## config.mk

```make
export PLATFORM = sky130hd
export DESIGN_NAME = jtag_host_ctrl
export DESIGN_NICKNAME = d
export VERILOG_FILES = /design/src/rtl/jtag_host_ctrl.sv
export SDC_FILE = /design/constraint.sdc
export NUM_CORES = 1
export LEC_CHECK = 0
export ABC_CLOCK_PERIOD_IN_PS = 1700
export CAP_MARGIN = 15
export CORE_MARGIN = 5
export CORE_UTILIZATION = 25
export CTS_CLUSTER_DIAMETER = 60
export DETAILED_ROUTE_END_ITERATION = 8
export GPL_ROUTABILITY_DRIVEN = 0
export PLACE_DENSITY = 0.54
export SKIP_CTS_REPAIR_TIMING = 1
export SYNTH_ARGS = -nofsm -noshare
export SYNTH_HDL_FRONTEND = slang
export SYNTH_SLANG_ARGS = --single-unit
```

## constraint.sdc

```tcl
create_clock -name i_tclk -period 1.7 [get_ports i_tclk]
set_input_delay 0.17 -clock i_tclk [delete_from_list [all_inputs] [get_ports i_tclk]]
set_output_delay 0.17 -clock i_tclk [all_outputs]
set_load 0.01 [all_outputs]
```

## src/rtl/jtag_host_ctrl.sv

```systemverilog
// jtag_host_ctrl: JTAG host driving TMS/TDI in lockstep with the slave TAP; JTAG_HOST_IDLE_EN adds post-scan RTI cycles.
// Latency: o_rspValid rises REG_W+5 TCK edges after the accepting edge for DR scans, REG_W+6 for IR scans.
// Backpressure: response held stable in Run-Test/Idle until i_rspReady; commands accepted only while idle.
module jtag_host_ctrl #(
    parameter int REG_W       = 8,
    parameter int IDLE_CYCLES = 4
) (
    input  logic             i_tclk,
    input  logic             i_trst_n,
    input  logic             i_cmdValid,
    output logic             o_cmdReady,
    input  logic             i_cmdIsIr,
    input  logic [REG_W-1:0] i_cmdData,
    output logic             o_rspValid,
    input  logic             i_rspReady,
    output logic [REG_W-1:0] o_rspData,
    output logic             o_tms,
    output logic             o_tdi,
    input  logic             i_tdo,
    output logic             o_busy
);

    // One counter serves the reset walk (0..5), the shift index and the idle wait.
    localparam int SHIFT_CW = $clog2(REG_W) + 1;
    localparam int IDLE_CW  = $clog2(IDLE_CYCLES + 1);
    localparam int CNT_A    = (SHIFT_CW > 3) ? SHIFT_CW : 3;
    localparam int CNT_W    = (IDLE_CW > CNT_A) ? IDLE_CW : CNT_A;
    localparam int IDX_W    = (REG_W > 1) ? $clog2(REG_W) : 1;

    localparam logic [CNT_W-1:0] CNT_ONE    = CNT_W'(1);
    localparam logic [CNT_W-1:0] RESET_LAST = CNT_W'(5);
    localparam logic [CNT_W-1:0] SHIFT_LAST = CNT_W'(REG_W - 1);
    localparam logic [CNT_W-1:0] IDLE_LAST  = CNT_W'((IDLE_CYCLES > 0) ? IDLE_CYCLES - 1 : 0);

    typedef enum logic [3:0] {
        ST_RESET,
        ST_IDLE,
        ST_LAUNCH,
        ST_SEL_DR,
        ST_SEL_IR,
        ST_CAPTURE,
        ST_SHIFT,
        ST_EXIT1,
        ST_UPDATE,
        ST_RSP,
        ST_IDLE_WAIT
    } state_t;

    state_t             state, stateNxt;
    logic [CNT_W-1:0]   cnt, cntNxt;
    logic [REG_W-1:0]   cmdReg, cmdRegNxt;
    logic               cmdIr, cmdIrNxt;
    logic [REG_W-1:0]   rspReg, rspNxt;
    logic               tmsDec, tdiDec;

    always_ff @(posedge i_tclk) begin
        if (!i_trst_n) begin
            state  <= ST_RESET;
            cnt    <= '0;
            cmdReg <= '0;
            cmdIr  <= 1'b0;
            rspReg <= '0;
        end else begin
            state  <= stateNxt;
            cnt    <= cntNxt;
            cmdReg <= cmdRegNxt;
            cmdIr  <= cmdIrNxt;
            rspReg <= rspNxt;
        end
    end

    always_comb begin
        stateNxt  = state;
        cntNxt    = cnt;
        cmdRegNxt = cmdReg;
        cmdIrNxt  = cmdIr;
        rspNxt    = rspReg;
        tmsDec    = 1'b0;
        tdiDec    = 1'b0;
        case (state)
            ST_RESET: begin
                // Five TMS=1 edges force Test-Logic-Reset from any TAP state, then one 0 into RTI.
                tmsDec = (cnt < RESET_LAST);
                if (cnt == RESET_LAST) begin
                    stateNxt = ST_IDLE;
                    cntNxt   = '0;
                end else begin
                    cntNxt = cnt + CNT_ONE;
                end
            end
            ST_IDLE: begin
                if (i_cmdValid) begin
                    cmdRegNxt = i_cmdData;
                    cmdIrNxt  = i_cmdIsIr;
                    stateNxt  = ST_LAUNCH;
                end
            end
            ST_LAUNCH: begin
                tmsDec   = 1'b1;
                stateNxt = ST_SEL_DR;
            end
            ST_SEL_DR: begin
                tmsDec   = cmdIr;
                stateNxt = cmdIr ? ST_SEL_IR : ST_CAPTURE;
            end
            ST_SEL_IR: stateNxt = ST_CAPTURE;
            ST_CAPTURE: begin
                cntNxt   = '0;
                stateNxt = ST_SHIFT;
            end
            ST_SHIFT: begin
                tdiDec = cmdReg[cnt[IDX_W-1:0]];
                tmsDec = (cnt == SHIFT_LAST);
                rspNxt = {i_tdo, rspReg[REG_W-1:1]};
                if (cnt == SHIFT_LAST) begin
                    stateNxt = ST_EXIT1;
                end else begin
                    cntNxt = cnt + CNT_ONE;
                end
            end
            ST_EXIT1: begin
                tmsDec   = 1'b1;
                stateNxt = ST_UPDATE;
            end
            ST_UPDATE: stateNxt = ST_RSP;
            ST_RSP: begin
                if (i_rspReady) begin
`ifdef JTAG_HOST_IDLE_EN
                    cntNxt   = '0;
                    stateNxt = (IDLE_CYCLES == 0) ? ST_IDLE : ST_IDLE_WAIT;
`else
                    stateNxt = ST_IDLE;
`endif
                end
            end
            ST_IDLE_WAIT: begin
                if (cnt == IDLE_LAST) begin
                    cntNxt   = '0;
                    stateNxt = ST_IDLE;
                end else begin
                    cntNxt = cnt + CNT_ONE;
                end
            end
            default: stateNxt = ST_RESET;
        endcase
    end

    assign o_tms      = tmsDec;
    assign o_tdi      = tdiDec;
    assign o_cmdReady = (state == ST_IDLE);
    assign o_busy     = (state != ST_IDLE);
    assign o_rspValid = (state == ST_RSP);
    assign o_rspData  = rspReg;

endmodule

```

==> impl_metrics.json <==
{
  "status": "complete, no violations",
  "die_h_um": 83.0,
  "dp_hpwl_um": 2560,
  "cts-htree-levels": 1,
  "rsz0062_at_grt": "yes",
  "viasPerCell": 4.65,
  "hold_end": "o_rspData[7]$_SDFFE_PN0P_",
  "worstPathRequired_ns": 1.53,
  "core-area_um2": 5140,
  "cts_tree": "built",
  "firstDrtPassIters": 4,
  "setup_viol": 0,
  "slew_headroom": 0.743,
  "critPathKind": "register to output pin",
  "final.period_utilization": 0.977,
  "yosysSeqAreaShare": 0.375,
  "grt.total_usage": 0.0997,
  "ys_ff_latch": 25,
  "final_cells": 271,
  "hold_start": "i_tdo",
  "cts-root-buf": "clkbuf_8",
  "clock_path_buffers": 2,
  "yosysTopAreaCellShare": 0.375,
  "design_area_um2": 1920,
  "syn_area_um2": 1330,
  "die_w_um": 83.0,
  "syn_nets": 173,
  "min_path_type": "input pin to register",
  "boundaryPins": 27,
  "start_util": 0.259,
  "nFillCells": 577,
  "drive_gt1_frac": 0.259,
  "reg2regPathDepth": 5,
  "antennaDiodeCount": 0,
  "grt_pass1_wl_um": 5850,
  "pre_cts_slack_ns": -0.110,
  "cp-end-kind": "output pin",
  "yosysWarnings": 0,
  "num_rows": 26,
  "yosysUniqueCellTypes": 42,
  "routedWlPerCell_um": 12.4,
  "ant_nets": 0,
  "clk_pin_slew_ns": 0.08,
  "timing.rr.start": "state[0]$_SDFFE_PN0P_",
  "place_inst": 267,
  "clk_latency_ns": 0.27,
  "avgSynthCellArea_um2": 8.55,
  "hold_depth": 3,
  "synth_area_leader_cell": "dfxtp_1",
  "cts_made_buffers": 3,
  "drv_cap": 0,
  "synth_cells": 156,
  "vias": 1260,
  "peakVddDrop_v": 0.000393,
  "fin_setup_tns_ns": 0,
  "crit_path_start_kind": "register",
  "p_leak_uw": 0.000801,
  "netlist_top_cells_area": "dfxtp_1 38%, mux2i_1 7.5%, nand2_1 5.9%",
  "period_needed_ns": 1.66,
  "critPathArrivalTime_ns": 1.49,
  "timing.rr.end": "cnt[3]$_SDFFE_PN0P_",
  "grt_max_degree": 14,
  "drtIter0Drc": 64,
  "drt-total-wl_um": 3350,
  "ff2ff_setup_slack_ns": 0.08,
  "fin_ws_ns": 0.0387,
  "drc": 0,
  "antenna_found_initial": 0,
  "fin_skew_ns": 0.00920,
  "worstMarginPinSlew_ns": 0.385,
  "final_max_slew_viol_count": 0,
  "p_per_area_nw_per_um2": 600,
  "area_growth_pct": 43.8,
  "crit_fanout": 5,
  "grt_pass1_vias": 1254,
  "layout.nets": 219,
  "hold_violations": 0,
  "io_buffer_count": 26,
  "timing.fmax_mhz": 602,
  "clock-sinks": 25,
  "overflow": 0,
  "die-area_um2": 6900,
  "dpl_cell_area_um2": 1830
}
-- registers in the layout, indices dropped and copies added (netlist names) --
register,flops
o_rspData,8
cnt,4
cmdIr,1
state,4
cmdReg,8
-- through the flow --
stage	power (uW)	util	hold WS, ns
after floorplan	710	-	0.298
after global placement	802	0.355	0.447
after detailed placement	801	0.355	0.460
after CTS	1160	0.364	0.444
after global routing	1210	0.373	0.476
final	1150	0.373	0.448
-- worst max path at each step --
| stage | depth (start not counted) | start | to |
|---|---|---|---|
| global placement | 4 | cnt[0]$_SDFFE_PN0P_ | o_tdi |
| global route | 8 | cnt[0]$_SDFFE_PN0P_ | o_tms |
| floorplan | 6 | cnt[0]$_SDFFE_PN0P_ | cnt[3]$_SDFFE_PN0P_ |
| detailed placement | 4 | cnt[1]$_SDFFE_PN0P_ | o_tdi |
| CTS | 4 | cnt[0]$_SDFFE_PN0P_ | o_tdi |
| finish | 4 | cnt[1]$_SDFFE_PN0P_ | o_tdi |
-- power by group --
part	switching (uW)	leakage [uW]	total [uW]	internal, uW
logic	68.5	0.000573	169	100
registers	25.5	0.000205	627	602
clock network	188	0.0000228	355	168
-- critical path, stage by stage, from the launching register on --
cell and delay [ns]:
dfxtp_4 0.39, mux4_2 0.49, mux2i_1 0.15, nor2_1 0.07
clkbuf_2 0.13
-- layout by cell type, fill, tap and decap left out, types with 2 or more instances in the layout --
cell	Yosys	layout
o31ai_1	3	3
nand4_1	2	2
nor3_1	2	2
nand2_1	21	21
dfxtp_2	0	4
nand2_2	2	2
nand3b_1	4	4
nand2b_1	2	2
a21oi_1	13	11
a21oi_2	0	2
nand4b_1	3	3
mux4_2	2	2
and3_1	3	2
clkdlybuf4s50_1	0	21
dlymetal6s2s_1	0	3
dfxtp_1	25	19
inv_1	5	4
o21ai_0	4	4
nor2_1	15	15
and3_4	1	2
dfxtp_4	0	2
ha_1	3	2
o2bb2ai_1	2	2
buf_4	1	24
mux2i_1	10	10
nand3_1	2	2
nor4bb_2	0	2
clkbuf_8	0	3
-- cells in the mapped netlist, drive strengths merged --
cell type,count
and2b,1
nor3,3
clkbuf,5
mux4,2
nor4bb,3
a221oi,1
buf,4
nand2b,2
ha,3
mux2i,10
nor4,2
and2,1
a2111o,1
o2bb2ai,2
and3,4
o31a,1
nor2,15
a21boi,1
nor3b,2
o31ai,3
dfxtp,25
nand4,2
o22ai,1
o211ai,1
nor4b,1
o221ai,1
nand2,23
or2,1
a211oi,1
nor2b,1
o21ai,4
or3b,1
nand3,2
nand3b,4
xor2,1
nand4b,3
a21oi,13
inv,5
-- cell families after synthesis --
group | Yosys count | share of synthesized area
AOI/OAI and AO/OA | 30 | 0.144
xor gates and xnor gates | 1 | 0.00657
adders and majority gates | 3 | 0.0281
buffers and inverters | 14 | 0.0450
DFF | 25 | 0.375
muxes | 12 | 0.109
and+or+nand+nor | 71 | 0.293
-- layer usage --
layer  wire length, um  track usage  up-vias
li1                  -            -      649
met4                 0       0.0134        0
met3               145       0.0287        0
met5                 0            0        -
met2              1580        0.171       20
met1              1630        0.127      591
-- area by class of cell --
| class | count | area, um2 | share of cell area |
|---|---|---|---|
| Multi-Input combinational cell | 117 | 816 | 0.425 |
| Inverter | 5 | 18.8 | 0.00978 |
| Timing Repair Buffer | 50 | 438 | 0.228 |
| Tap cell | 70 | 87.6 | 0.0457 |
| Clock buffer | 4 | 45.0 | 0.0235 |
| Sequential cell | 25 | 513 | 0.267 |
Power figures use the tool's default switching activity.
==> variant 1: new RTL, same settings <==
Set the parameter `REG_W` to 16 (it was 8).
--- a/src/rtl/jtag_host_ctrl.sv
+++ b/src/rtl/jtag_host_ctrl.sv
@@ -2,7 +2,7 @@
 // Latency: o_rspValid rises REG_W+5 TCK edges after the accepting edge for DR scans, REG_W+6 for IR scans.
 // Backpressure: response held stable in Run-Test/Idle until i_rspReady; commands accepted only while idle.
 module jtag_host_ctrl #(
-    parameter int REG_W       = 8,
+    parameter int REG_W       = 16,
     parameter int IDLE_CYCLES = 4
 ) (
     input  logic             i_tclk,
Ports: changed (resized i_cmdData and o_rspData); port bits go from 27 to 43. The function was not compared with the original's and may differ.
==> variant 1 against the original RTL <==
  * The run now ends with negative setup slack left
  * Total power grew to 2.8 times the old value
  * Worst setup slack worse by 0.41 ns
  * Sequential cell count rose by 17
  * Sequential power grew 88%
  * Die area grew 46%
  * Largest cell class unchanged
  * Synthesized area up 53%
  * Non-clock buffer count is 17 higher
  * Routed wire length is 41% higher
  * Final area is 51% higher
==> variant 1: results (changes against the original RTL) <==
Outcome
  • Status: finished, violations left (was completed)
  • Failing checks: negative setup slack

Cells and area
  • Share of cells above drive strength 1: 19.32% (was 25.87%)
  • Ant. Diodes: 0 (unchanged)
  • Layout net count: 320 (was 219)
  • Fillers: 857 (was 577)

Drt
  • Final wirelength: 4.721 mm (was 3.347 mm)
  • Via count: 1814 (was 1260)
  • Drt pass-1 iters: 4 (unchanged)
  • Iteration-0 DRC Markers: 57 (was 64)
  • Avg WL per Cell: 11.80 µm (was 12.35 µm)

Timing
  • Worst Tran Pin Value: 0.2856 ns (was 0.3847 ns)
  • Final setup vio count: 11 (was 0)
  • Final Slew Violations: 0 (unchanged)
  • Worst clock skew: 0.003239 ns (was 0.009200 ns)
  • Final worst-path setup slack: -0.3674 ns (was 0.03869 ns)

Critical path
  • Worst Reg-to-Reg Cells: 9 (was 5)
  • CP Max Fanout: 4 (was 5)

Clocking
  • Reg clk slew, reported paths: 0.08 ns (about the same)
  • CTS max path bufs: 2 (unchanged)
  • Number of buffers created by CTS: 5 (was 3)
  • Root buf cell: clkbuf_8 (unchanged)
  • Clk_lat worst skew: 0.29 ns (was 0.27 ns)
  • CTS H-tree lvls: 2 (was 1)

Synth
  • Post-Synth XOR/XNOR Area: 0% (was 0.6567%)
  • Compound-Gate Fraction of Synth Area: 19.35% (was 14.35%)
  • Syn_nets: 261 (was 173)
  • Post-synthesis mux area share: 6.511% (was 10.88%)
  • Seq/Total Area, Yosys: 41.28% (was 37.52%)
  • Unique masters post-synth: 44 (was 42)
  • Synth Area in Adders: 1.843% (was 2.814%)
  • Mean Syn Cell Area: 8.631 µm² (was 8.550 µm²)
  • Synth warn: 0 (unchanged)
  • Synth cell count leaders: nand2_1, dfxtp_1, a21boi_0 (was dfxtp_1, nand2_1, nor2_1)
  • Synth top area cells: dfxtp_1, nand2_1, a21boi_0 (was dfxtp_1, mux2i_1, nand2_1)
  • Asr flop ratio synth: 0% (unchanged)

Global route
  • Vias in the first global route: 1743 (was 1254)
  • Number of antenna violations at the first check in global routing: 0 (unchanged)
  • Global-route wire length before repair: 7.948 mm (was 5.851 mm)
  • Total track usage: 9.826% (was 9.967%)
  • Largest net degree at the start of global routing: 44 (was 14)

Placed design
  • Cell count after placement: 391 (was 267)
  • Port Buffer Count: 42 (was 26)
  • Pre-CTS setup slack: -0.4680 ns (was -0.1099 ns)
  • Hpwl dp: 3.590 mm (was 2.561 mm)

Worst hold path
  • Min-Delay Path Class: in -> reg (unchanged)
  • Hold-critical path depth: 3 (unchanged)

Power and ir drop
  • Pleak: 0.001036 µW (was 0.0008008 µW)
  • Peak supply drop: 0.0003550 V (was 0.0003925 V)
-- variant 1: cell types whose count changed in the layout (fill, tap and decap cells not counted), moves of 10 or more --
cell,change
a21oi_1,-10
nand2_1,+54
clkdlybuf4s50_1,+16
a21boi_0,+30
nor2_1,-11
dfxtp_1,+19
-- variant 1: cell type report --
class	count	area [µm²]	area share [%]
Sequential cell	42	850.8	29.35
Multi-Input combinational cell	173	1150	39.66
Clock buffer	7	107.6	3.712
Timing Repair Buffer	67	636.9	21.97
Tap cell	105	131.4	4.532
Inverter	6	22.52	0.7769
-- variant 1: layer usage --
layer | part of all wire (%) | GRT usage (%) | routed length [µm] | vias up
met5 | 0 | 0 | 0 | -
met4 | 1.3 | 3.420 | 61 | 0
met3 | 5.5 | 2.641 | 260 | 6
met2 | 45 | 16.06 | 2131 | 47
met1 | 48 | 12.47 | 2267 | 836
li1 | - | - | - | 925
-- variant 1: power breakdown --
part           switching, µW  internal (µW)
Combinational            571            730
Sequential              92.5           1090
Clock                    330            411
-- variant 1: worst max-delay path, cell delays in order (launching register included) --
cell	delay [ns]
dfxtp_4	0.38
mux4_2	0.50
mux4_2	0.46
and2_4	0.15
buf_6	0.11
-- variant 1: worst paths after layout --
check	startpoint	endpoint	slack, ns
hold reg to reg	cmdReg[11]$_SDFFE_PN0P_	cmdReg[11]$_SDFFE_PN0P_	0.46
setup / recovery	cnt[0]$_SDFFE_PN0P_	o_tdi	-0.37
hold / removal	i_cmdData[14]	cmdReg[14]$_SDFFE_PN0P_	0.43
setup reg to reg	cnt[0]$_SDFFE_PN0P_	cnt[1]$_SDFFE_PN0P_	-0.32
-- variant 1: cell families (layout without fill, tap and decap cells) --
kind of cell             after synthesis  in the layout
AND/OR/NAND/NOR                      110            110
flip-flops                            42             42
buffers and inverters                 21             80
adder cells (fa/ha/maj)                3              3
multiplexers                           7              7
AO/OA/AOI/OAI                         53             53
-- variant 1: stage by stage --
step / setup TNS (ns) / utilization (%) / area, µm²
floorplan: -0.2197 / - / 2100
global placement: -2.589 / 34.03 / 2754
detailed placement: -2.979 / 34.03 / 2754
CTS: -4.800 / 35.36 / 2861
global route: -3.595 / 35.82 / 2899
finish: -2.552 / 35.82 / 2899
==> variant 2: new RTL, config.mk and constraints unchanged <==
Made on the original files. Re-encode `state_t` (11 states) as Gray code, 4 bits wide.
--- a/src/rtl/jtag_host_ctrl.sv
+++ b/src/rtl/jtag_host_ctrl.sv
@@ -33,17 +33,17 @@
     localparam logic [CNT_W-1:0] IDLE_LAST  = CNT_W'((IDLE_CYCLES > 0) ? IDLE_CYCLES - 1 : 0);
 
     typedef enum logic [3:0] {
-        ST_RESET,
-        ST_IDLE,
-        ST_LAUNCH,
-        ST_SEL_DR,
-        ST_SEL_IR,
-        ST_CAPTURE,
-        ST_SHIFT,
-        ST_EXIT1,
-        ST_UPDATE,
-        ST_RSP,
-        ST_IDLE_WAIT
+        ST_RESET     = 4'b0000,
+        ST_IDLE      = 4'b0001,
+        ST_LAUNCH    = 4'b0011,
+        ST_SEL_DR    = 4'b0010,
+        ST_SEL_IR    = 4'b0110,
+        ST_CAPTURE   = 4'b0111,
+        ST_SHIFT     = 4'b0101,
+        ST_EXIT1     = 4'b0100,
+        ST_UPDATE    = 4'b1100,
+        ST_RSP       = 4'b1101,
+        ST_IDLE_WAIT = 4'b1111
     } state_t;
 
     state_t             state, stateNxt;
Behaviour: same outputs for any inputs over 10 cycles, from zero or initial values and one cycle with i_trst_n low; not proved beyond that.
==> variant 2 against the original RTL <==
  * The flow now finishes with violations (negative setup slack)
  * Final area down 2.5%
  * Synthesized area down 5.7%
  * Sequential cell count unchanged
  * Hold slack is essentially flat
  * Worst setup slack got worse by 0.046 ns
  * Utilization grew 1.5 points
  * Routed wire length down 2.3%
Power is not compared: it rests on default switching activity, and its combinational part moved more than twofold at a synthesized area within 25%.
==> variant 2: results (changes against the original RTL) <==
Global route
  • Grt met2 use: 16.42% (was 17.06%)
  • Largest net degree at the start of global routing: 17 (was 14)
  • Global-route wire length before repair: 5.375 mm (was 5.851 mm)
  • Total track usage: 10.44% (was 9.967%)
  • Grt met3 use: 2.106% (was 2.871%)
  • Met1 Use GR: 14.37% (was 12.70%)

Placed design
  • Pre-CTS setup slack: -0.2867 ns (was -0.1099 ns)
  • Hpwl dp: 2.512 mm (was 2.561 mm)
  • Cell count after placement: 269 (was 267)
  • Area after DPL: 1763 µm² (was 1826 µm²)

Drt
  • Via count: 1238 (was 1260)
  • Drt via density: 4.535 (was 4.649)
  • Iteration-0 DRC Markers: 62 (was 64)
  • Met2 wire len: 1.535 mm (was 1.575 mm)
  • Top sig layer: met4 (was met3)
  • Final wirelength: 3.269 mm (was 3.347 mm)
  • Met3 WL: 111 µm (was 145 µm)
  • Met1 wire length: 1.594 mm (was 1.626 mm)

Power and ir drop
  • Pleak: between 0.0006 and 0.0007 µW

Timing
  • Worst clock skew: 0.005371 ns (was 0.009200 ns)
  • Final setup vio count: 1 (was 0)
  • Setup TNS: -0.007758 ns (was 0 ns)
  • Final worst-path setup slack: -0.007758 ns (was 0.03869 ns)
  • Worst slew margin: 74.99% (was 74.33%)

Synth
  • Seq/Total Area, Yosys: 39.80% (was 37.52%)
  • Unique masters post-synth: 40 (was 42)
  • Mean Syn Cell Area: 7.959 µm² (was 8.550 µm²)
  • Synth cell count leaders: nand2_1, dfxtp_1, a21oi_1 (was dfxtp_1, nand2_1, nor2_1)
  • Syn_nets: 175 (was 173)
  • Synth top area cells: dfxtp_1, nand2_1, a21oi_1 (was dfxtp_1, mux2i_1, nand2_1)

Cells and area
  • Layout net count: 224 (was 219)
  • Fillers: 530 (was 577)
  • Share of cells above drive strength 1: 22.82% (was 25.87%)

Worst hold path
  • HP Start: i_cmdData[6] (was i_tdo)

Clocking
  • Clk_lat worst skew: 0.27 ns (about the same)

Critical path
  • Crit path DAT: 1.54 ns (was 1.49 ns)
  • Critical path's top delay family: multiplexers (unchanged)
  • Critical Path Start: cnt[0]$_SDFFE_PN0P_ (was cnt[1]$_SDFFE_PN0P_)

Outcome
  • Failing checks: negative setup slack
  • Status: finished, violations left (was completed)
==> variant 2: cell count changes after synthesis, sizes merged, moves of 4 or more <==
cell	delta
nand2	+5
mux2i	-8
nor2	-4
a21oi	+7
nand3	+10
==> variant 2: final cells by class <==
class	instances	share of cell area [%]
Clock buffer	4	2.410
Inverter	9	1.807
Multi-Input combinational cell	115	38.62
Sequential cell	25	27.24
Tap cell	67	4.485
Timing Repair Buffer	53	25.44
==> variant 2: worst min-delay path: cells and delay by family <==
kind	cells	cell delay, ns
AO/OA/AOI/OAI	1	0.05
buffers and inverters	1	0.39
AND/OR/NAND/NOR	1	0.06
==> variant 2: path summary, 6_finish.rpt <==
check	slack, ns	depth (start not counted)	to
worst max-delay path	-0.008	5	o_tdi
worst min-delay path	0.45	3	cmdReg[6]$_SDFFE_PN0P_
worst max register to register	0.11	6	cnt[1]$_SDFFE_PN0P_
worst min register to register	0.45	2	cmdReg[7]$_SDFFE_PN0P_
==> variant 2: per-stage QoR <==
stage	util (%)	hold slack [ns]
after floorplan	-	0.3060
after global placement	36.60	0.4420
final	38.81	0.4479
after detailed placement	36.60	0.4473
after CTS	37.53	0.4461
after global routing	38.81	0.4411
==> variant 2: power groups by stage <==
stage	logic [µW]	clock network, µW	registers, µW
6_report	1160	356	748
5_1_grt	1280	400	760
4_1_cts	1110	372	729
3_5_place_dp	1100	0	743
3_3_place_gp	1110	0	739
2_1_floorplan	601	0	734
==> variant 2: logic make-up after synthesis <==
logic type	share of synthesized area [%]
flops	39.80
xor+xnor	1.393
mux	5.174
buf+inv	6.069
compound gates	19.50
simple gates	25.08
fa+ha+maj	2.985
